## src/rtl/riscv_ctrl_pkg.sv

```systemverilog
// riscv_ctrl_pkg
//   Shared definitions for the multi-cycle control unit: opcode constants,
//   FSM state encodings, RF write-data select encodings and the packed
//   control word that the decoder produces and the FSM registers.
package riscv_ctrl_pkg;

  // Opcodes, taken from IR[6:0]
  localparam logic [6:0] OPC_LOAD      = 7'b0000011;
  localparam logic [6:0] OPC_OP_IMM    = 7'b0010011;
  localparam logic [6:0] OPC_AUIPC     = 7'b0010111;
  localparam logic [6:0] OPC_OP_IMM_32 = 7'b0011011;
  localparam logic [6:0] OPC_STORE     = 7'b0100011;
  localparam logic [6:0] OPC_OP        = 7'b0110011;
  localparam logic [6:0] OPC_LUI       = 7'b0110111;
  localparam logic [6:0] OPC_OP_32     = 7'b0111011;
  localparam logic [6:0] OPC_BRANCH    = 7'b1100011;
  localparam logic [6:0] OPC_JALR      = 7'b1100111;
  localparam logic [6:0] OPC_JAL       = 7'b1101111;
  localparam logic [6:0] OPC_SYSTEM    = 7'b1110011;

  // FSM state encodings
  localparam logic [2:0] ST_RESET  = 3'd0;
  localparam logic [2:0] ST_FETCH  = 3'd1;
  localparam logic [2:0] ST_DECODE = 3'd2;
  localparam logic [2:0] ST_EXEC   = 3'd3;
  localparam logic [2:0] ST_MEM    = 3'd4;
  localparam logic [2:0] ST_HALT   = 3'd5;

  // RF write-data select
  localparam logic [1:0] RF_DIN_DM    = 2'b00;
  localparam logic [1:0] RF_DIN_ULA   = 2'b01;
  localparam logic [1:0] RF_DIN_PC4   = 2'b10;
  localparam logic [1:0] RF_DIN_PCIMM = 2'b11;

  typedef struct packed {
    logic       we_rf;
    logic       we_mem;
    logic [1:0] rf_din_sel;
    logic       ula_din2_sel;
    logic       load_pc;
    logic       pc_next_sel;
    logic       pc_adder_sel;
  } ctrl_word_t;

  localparam ctrl_word_t CW_NONE = '0;

  // Write-back phase of a load: DM data into the RF and advance the PC.
  localparam ctrl_word_t CW_LOAD_MEM = '{
    we_rf: 1'b1, we_mem: 1'b0, rf_din_sel: RF_DIN_DM, ula_din2_sel: 1'b1,
    load_pc: 1'b1, pc_next_sel: 1'b0, pc_adder_sel: 1'b0
  };

endpackage

```

## src/rtl/control_decoder.sv

```systemverilog
// control_decoder
//   Combinational opcode decode into the EXEC-phase control word.
//   Ports:
//     i_opcode     in  7  IR[6:0]
//     o_cw         out    EXEC control word (all zero for SYSTEM/illegal)
//     o_is_load    out 1  LOAD opcode, needs the MEM phase
//     o_is_system  out 1  SYSTEM opcode (ECALL/EBREAK), halts cleanly
//     o_is_illegal out 1  opcode not in the supported set
module control_decoder
  import riscv_ctrl_pkg::*;
(
  input  logic [6:0] i_opcode,
  output ctrl_word_t o_cw,
  output logic       o_is_load,
  output logic       o_is_system,
  output logic       o_is_illegal
);

  always_comb begin
    o_cw         = CW_NONE;
    o_is_load    = 1'b0;
    o_is_system  = 1'b0;
    o_is_illegal = 1'b0;
    case (i_opcode)
      OPC_OP, OPC_OP_32: begin
        o_cw.we_rf      = 1'b1;
        o_cw.rf_din_sel = RF_DIN_ULA;
        o_cw.load_pc    = 1'b1;
      end
      OPC_OP_IMM, OPC_OP_IMM_32, OPC_LUI: begin
        o_cw.we_rf        = 1'b1;
        o_cw.rf_din_sel   = RF_DIN_ULA;
        o_cw.ula_din2_sel = 1'b1;
        o_cw.load_pc      = 1'b1;
      end
      OPC_AUIPC: begin
        o_cw.we_rf      = 1'b1;
        o_cw.rf_din_sel = RF_DIN_PCIMM;
        o_cw.load_pc    = 1'b1;
      end
      OPC_LOAD: begin
        // Address calc only; write-back and PC update happen in MEM.
        o_cw.ula_din2_sel = 1'b1;
        o_is_load         = 1'b1;
      end
      OPC_STORE: begin
        o_cw.we_mem       = 1'b1;
        o_cw.ula_din2_sel = 1'b1;
        o_cw.load_pc      = 1'b1;
      end
      OPC_BRANCH: begin
        o_cw.load_pc     = 1'b1;
        o_cw.pc_next_sel = 1'b1;
      end
      OPC_JAL: begin
        o_cw.we_rf       = 1'b1;
        o_cw.rf_din_sel  = RF_DIN_PC4;
        o_cw.load_pc     = 1'b1;
        o_cw.pc_next_sel = 1'b1;
      end
      OPC_JALR: begin
        o_cw.we_rf        = 1'b1;
        o_cw.rf_din_sel   = RF_DIN_PC4;
        o_cw.load_pc      = 1'b1;
        o_cw.pc_next_sel  = 1'b1;
        o_cw.pc_adder_sel = 1'b1;
      end
      OPC_SYSTEM: o_is_system  = 1'b1;
      default:    o_is_illegal = 1'b1;
    endcase
  end

endmodule

```

## src/rtl/control_unit.sv

```systemverilog
// control_unit
//   Multi-cycle control FSM driving the datapath control inputs. Every
//   output is a register loaded from the next-state decode, so each state's
//   controls are valid for the whole cycle the FSM spends in it.
//   Optional feature macro: CTRL_PERF_COUNTERS_EN (cycle/instret counters;
//   when undefined both counter ports are tied to zero).
//   Ports:
//     CLK, RST_N            clock (rising edge), async active-low reset
//     RUN                   run enable, sampled in FETCH
//     opcode[6:0]           IR[6:0] from the datapath
//     WE_RF, WE_MEM         RF / DM write strobes
//     RF_din_sel[1:0]       RF write-data select
//     ULA_din2_sel          ALU operand 2: rs2 / immediate
//     load_pc, reset_pc     PC update / reset
//     pc_next_sel           PC+4 / secondary adder
//     pc_adder_sel          secondary adder base: PC / rs1
//     reset_ir              IR reset
//     halted, illegal       halt status, halt caused by illegal opcode
//     cycle_count[63:0]     cycles outside RESET/HALT
//     instret_count[63:0]   retired instructions
//
//   state  | meaning
//   RESET  | PC and IR held in reset, one cycle after reset release
//   FETCH  | IR loads on exit; waits here while RUN=0
//   DECODE | opcode valid, control word captured
//   EXEC   | execute; non-loads write RF/DM and update PC on exit
//   MEM    | load write-back and PC update
//   HALT   | absorbing until reset
module control_unit
  import riscv_ctrl_pkg::*;
(
  input  logic        CLK,
  input  logic        RST_N,
  input  logic        RUN,
  input  logic [6:0]  opcode,
  output logic        WE_RF,
  output logic        WE_MEM,
  output logic [1:0]  RF_din_sel,
  output logic        ULA_din2_sel,
  output logic        load_pc,
  output logic        reset_pc,
  output logic        pc_next_sel,
  output logic        pc_adder_sel,
  output logic        reset_ir,
  output logic        halted,
  output logic        illegal,
  output logic [63:0] cycle_count,
  output logic [63:0] instret_count
);

  logic [2:0] r_state;
  logic [2:0] w_state_nxt;
  ctrl_word_t r_cw;
  ctrl_word_t w_cw_nxt;
  logic       r_is_load;
  logic       r_reset_pc;
  logic       r_reset_ir;
  logic       r_halted;
  logic       r_illegal;
  logic       w_illegal_nxt;

  ctrl_word_t w_dec_cw;
  logic       w_dec_is_load;
  logic       w_dec_is_system;
  logic       w_dec_is_illegal;

  control_decoder u_decoder (
    .i_opcode     (opcode),
    .o_cw         (w_dec_cw),
    .o_is_load    (w_dec_is_load),
    .o_is_system  (w_dec_is_system),
    .o_is_illegal (w_dec_is_illegal)
  );

  always_comb begin
    w_state_nxt = ST_RESET;
    case (r_state)
      ST_RESET:  w_state_nxt = ST_FETCH;
      ST_FETCH:  w_state_nxt = RUN ? ST_DECODE : ST_FETCH;
      ST_DECODE: w_state_nxt = (w_dec_is_system || w_dec_is_illegal) ? ST_HALT : ST_EXEC;
      ST_EXEC:   w_state_nxt = r_is_load ? ST_MEM : ST_FETCH;
      ST_MEM:    w_state_nxt = ST_FETCH;
      ST_HALT:   w_state_nxt = ST_HALT;
      default:   w_state_nxt = ST_RESET;
    endcase
  end

  // EXEC is only entered from DECODE, so the live decoder output is the
  // control word to register; the strobes are zero in every other state.
  always_comb begin
    w_cw_nxt = CW_NONE;
    case (w_state_nxt)
      ST_EXEC: w_cw_nxt = w_dec_cw;
      ST_MEM:  w_cw_nxt = CW_LOAD_MEM;
      default: w_cw_nxt = CW_NONE;
    endcase
  end

  always_comb begin
    w_illegal_nxt = 1'b0;
    if (r_state == ST_HALT)
      w_illegal_nxt = r_illegal;
    else if (r_state == ST_DECODE && w_state_nxt == ST_HALT)
      w_illegal_nxt = w_dec_is_illegal;
  end

  always_ff @(posedge CLK or negedge RST_N) begin
    if (!RST_N) begin
      r_state    <= ST_RESET;
      r_cw       <= CW_NONE;
      r_is_load  <= 1'b0;
      r_reset_pc <= 1'b1;
      r_reset_ir <= 1'b1;
      r_halted   <= 1'b0;
      r_illegal  <= 1'b0;
    end else begin
      r_state    <= w_state_nxt;
      r_cw       <= w_cw_nxt;
      r_reset_pc <= (w_state_nxt == ST_RESET);
      r_reset_ir <= (w_state_nxt == ST_RESET);
      r_halted   <= (w_state_nxt == ST_HALT);
      r_illegal  <= w_illegal_nxt;
      if (r_state == ST_DECODE)
        r_is_load <= w_dec_is_load;
    end
  end

  assign WE_RF        = r_cw.we_rf;
  assign WE_MEM       = r_cw.we_mem;
  assign RF_din_sel   = r_cw.rf_din_sel;
  assign ULA_din2_sel = r_cw.ula_din2_sel;
  assign load_pc      = r_cw.load_pc;
  assign pc_next_sel  = r_cw.pc_next_sel;
  assign pc_adder_sel = r_cw.pc_adder_sel;
  assign reset_pc     = r_reset_pc;
  assign reset_ir     = r_reset_ir;
  assign halted       = r_halted;
  assign illegal      = r_illegal;

`ifdef CTRL_PERF_COUNTERS_EN
  logic [63:0] r_cycle_count;
  logic [63:0] r_instret_count;

  always_ff @(posedge CLK or negedge RST_N) begin
    if (!RST_N) begin
      r_cycle_count   <= 64'd0;
      r_instret_count <= 64'd0;
    end else begin
      if (r_state != ST_RESET && r_state != ST_HALT)
        r_cycle_count <= r_cycle_count + 64'd1;
      if ((r_state == ST_EXEC || r_state == ST_MEM) && w_state_nxt == ST_FETCH)
        r_instret_count <= r_instret_count + 64'd1;
    end
  end

  assign cycle_count   = r_cycle_count;
  assign instret_count = r_instret_count;
`else
  assign cycle_count   = 64'd0;
  assign instret_count = 64'd0;
`endif

endmodule

```

## config.mk

```make
export PLATFORM = sky130hd
export DESIGN_NAME = control_unit
export DESIGN_NICKNAME = d
export VERILOG_FILES = /design/src/rtl/riscv_ctrl_pkg.sv /design/src/rtl/control_decoder.sv /design/src/rtl/control_unit.sv
export SDC_FILE = /design/constraint.sdc
export NUM_CORES = 1
export LEC_CHECK = 0
export ABC_AREA = 1
export BUFFER_PORTS_ARGS = -buffer_cell sky130_fd_sc_hd__buf_2
export CAP_MARGIN = 10
export CORE_MARGIN = 1
export CORE_UTILIZATION = 35
export CTS_BUF_LIST = sky130_fd_sc_hd__clkbuf_16
export CTS_CLUSTER_SIZE = 8
export DETAILED_ROUTE_END_ITERATION = 7
export PLACE_DENSITY = 0.75
export SLEW_MARGIN = 10
export SYNTH_ARGS = -nofsm -noshare
export SYNTH_HDL_FRONTEND = slang
export SYNTH_SLANG_ARGS = --single-unit
```

## constraint.sdc

```tcl
create_clock -name CLK -period 2.2 [get_ports CLK]
set_input_delay 0.55 -clock CLK [delete_from_list [all_inputs] [get_ports CLK]]
set_output_delay 0.55 -clock CLK [all_outputs]
set_load 0.01 [all_outputs]
```

==> impl_metrics.json <==
{
  "cts_tree": "yes",
  "nets": 257,
  "io_pins": 150,
  "finalCritPeriodShare": 0.646,
  "n_antenna_cell": 0,
  "path_delay_family": "flip-flops",
  "critical_path_class": "reg -> out",
  "wirelength_mm": 1.92,
  "htree_levels": 1,
  "r2r_setup_slack_ps": 1000,
  "required_ps": 1650,
  "crit_chain": "buf_2",
  "fillers": 528,
  "grt_pass1_wl_mm": 2.63,
  "ys_ff_latch": 15,
  "clk_pin_slew_ps": 40,
  "met3_usage": 0.0193,
  "rows": 25,
  "die_x_um": 72.8,
  "status": "completed",
  "grt_util_all_layers": 0.0659,
  "grt_pass1_vias": 652,
  "synth_cell_types": 25,
  "clock_path_buffers": 2,
  "grt_max_degree": 16,
  "vdd.ir_drop.worst_uv": 281,
  "clk_latency_ps": 240,
  "via_count": 999,
  "die_area_um2": 5300,
  "initial_utilization": 0.367,
  "die_h_um": 72.8,
  "globalRouteMet1Util": 0.0592,
  "via_per_inst": 3.19,
  "layout-drive-gt1-share": 0.183,
  "finalWeightedCongestion": 0.824,
  "cpPeakStageDelay_ps": 510,
  "drv_cap": 0,
  "grt-ovfl-total": 0,
  "cts_hold_buffers": 0,
  "antenna_found_initial": 0,
  "max_freq_mhz": 704,
  "min_period_ps": 1420,
  "detail-route-antenna-nets": 0,
  "root_buffer": "clkbuf_16",
  "hpwl_mm": 1.71,
  "wl_per_cell_um": 6.13,
  "io_buffers": 21,
  "crit_path_max_fanout": 2,
  "ys_warn_count": 0,
  "postSynthCellCount": 223,
  "tritoncts_num_sinks": 15,
  "hold_violations": 0,
  "post_cts_buffers": 0,
  "utilization": 0.320,
  "hold_path_class": "in -> async",
  "grt_most_used_layer": "met2",
  "rsz0062_at_grt": "false",
  "drt_iter0_drc": 52,
  "drc": 0,
  "cp_num_buf_inv": 1,
  "yosysSeqAreaShare": 0.215,
  "powerDensity_nw_per_um2": 646,
  "fin_worst_skew_ps": 1.22,
  "grt_util_met2": 0.121,
  "syn_area_um2": 1750,
  "cp_slowest_cell": "dfstp_2",
  "dr.pass1.iters": 4,
  "start_kind": "flop",
  "slew_violations": 0,
  "syn2layout_area_growth_pct": -12.8,
  "cts-resized-gates": 0,
  "endpoint_kind": "output port",
  "setup_viol": 0,
  "avgSynthCellArea_um2": 7.87,
  "worstPathArrival_ps": 870,
  "coreArea_um2": 4790,
  "cts_buffers": 3,
  "finalSetupTns_ps": 0,
  "leakage_nw": 1.02
}
==> through the flow <==
step                      power (W)  hold WS, ps  setup WS (ps)  cells  instance area (um^2)
final                      0.000988          193            779    313                  1530
after detailed placement   0.000649          446            638    309                  1450
after global routing        0.00105          222            743    313                  1530
after CTS                  0.000992          199            772    313                  1530
after global placement     0.000644          450            635    309                  1450
after floorplan            0.000758          254            886    350                  2230
==> state kept, by name, indices dropped and copies added (netlist names) <==
| name | flops |
|---|---|
| WE_MEM | 1 |
| RF_din_sel | 2 |
| reset_ir | 1 |
| WE_RF | 1 |
| halted | 1 |
| load_pc | 1 |
| r_state | 3 |
| illegal | 1 |
| pc_adder_sel | 1 |
| r_is_load | 1 |
| pc_next_sel | 1 |
| ULA_din2_sel | 1 |
==> cells by family after synthesis <==
family | after synthesis | share of synthesized area
flops | 15 | 0.215
buf+inv | 145 | 0.586
simple gates | 51 | 0.154
compound gates | 11 | 0.0428
other cells | 1 | 0.00214
==> power by group <==
part | total [W] | internal (W) | switching, W
Sequential | 0.000357 | 0.000329 | 0.0000277
Combinational | 0.000291 | 0.0000733 | 0.000218
Clock | 0.000340 | 0.000240 | 0.000101
==> cell usage after synthesis <==
| library cell | number | area, um^2 |
|---|---|---|
| inv_2 | 2 | 7.51 |
| inv_1 | 14 | 52.6 |
| nor2_2 | 5 | 31.3 |
| o21a_1 | 1 | 7.51 |
| o21ai_2 | 1 | 8.76 |
| nand2_1 | 14 | 52.6 |
| o21bai_2 | 1 | 11.3 |
| conb_1 | 1 | 3.75 |
| nand3_2 | 3 | 30.0 |
| nand4_1 | 1 | 6.26 |
| a21oi_2 | 1 | 8.76 |
| o21ai_0 | 2 | 10.0 |
| nor3_1 | 2 | 10.0 |
| nor2_1 | 14 | 52.6 |
| a21oi_1 | 2 | 10.0 |
| dfrtp_1 | 14 | 350 |
| nand3b_4 | 1 | 20.0 |
| nand2_2 | 5 | 31.3 |
| o22ai_1 | 1 | 6.26 |
| nor2_4 | 1 | 11.3 |
| nand3_1 | 5 | 25.0 |
| o21ai_1 | 1 | 5.00 |
| dfstp_2 | 1 | 26.3 |
| buf_4 | 129 | 968 |
| o31ai_1 | 1 | 7.51 |
==> final timing paths <==
kind	startpoint	endpoint	cells past startpoint
setup / recovery	reset_ir	reset_pc	1
max in group asynchronous	RST_N	reset_ir	1
hold reg to reg	r_state[1]	reset_ir	2
min in group CLK	r_state[1]	reset_ir	2
hold / removal	RST_N	r_is_load	1
setup reg to reg	r_state[2]	halted	6
==> final cells by class <==
class	count	area (um^2)	share of cell area
Clock buffer	3	75.1	0.0491
Timing Repair Buffer	21	105	0.0687
Multi-Input combinational cell	190	826	0.540
Inverter	16	60.1	0.0392
Clock inverter	1	3.75	0.00245
Sequential cell	15	377	0.246
Tap cell	67	83.8	0.0548
==> routing by layer <==
metal | part of all wire | vias up
met3 | 0.14 | 5
met1 | 0.31 | 440
met2 | 0.52 | 81
met5 | 0 | -
met4 | 0.028 | 0
li1 | - | 473
==> layout by cell type (no fill, tap or decap) <==
cell       count
conb_1       128
buf_2         21
inv_1         15
dfrtp_1       14
nor2_1        14
nand2_1       14
nand2_2        5
nor2_2         5
nand3_1        5
nand3_2        3
clkbuf_16      3
inv_2          2
a21oi_1        2
nor3_1         2
o21ai_0        2
o21ai_1        1
nor2_4         1
nand3b_4       1
o21bai_2       1
a21oi_2        1
o21a_1         1
o21ai_2        1
nand4_1        1
o22ai_1        1
o31ai_1        1
dfstp_2        1
Power figures use the tool's default switching activity.
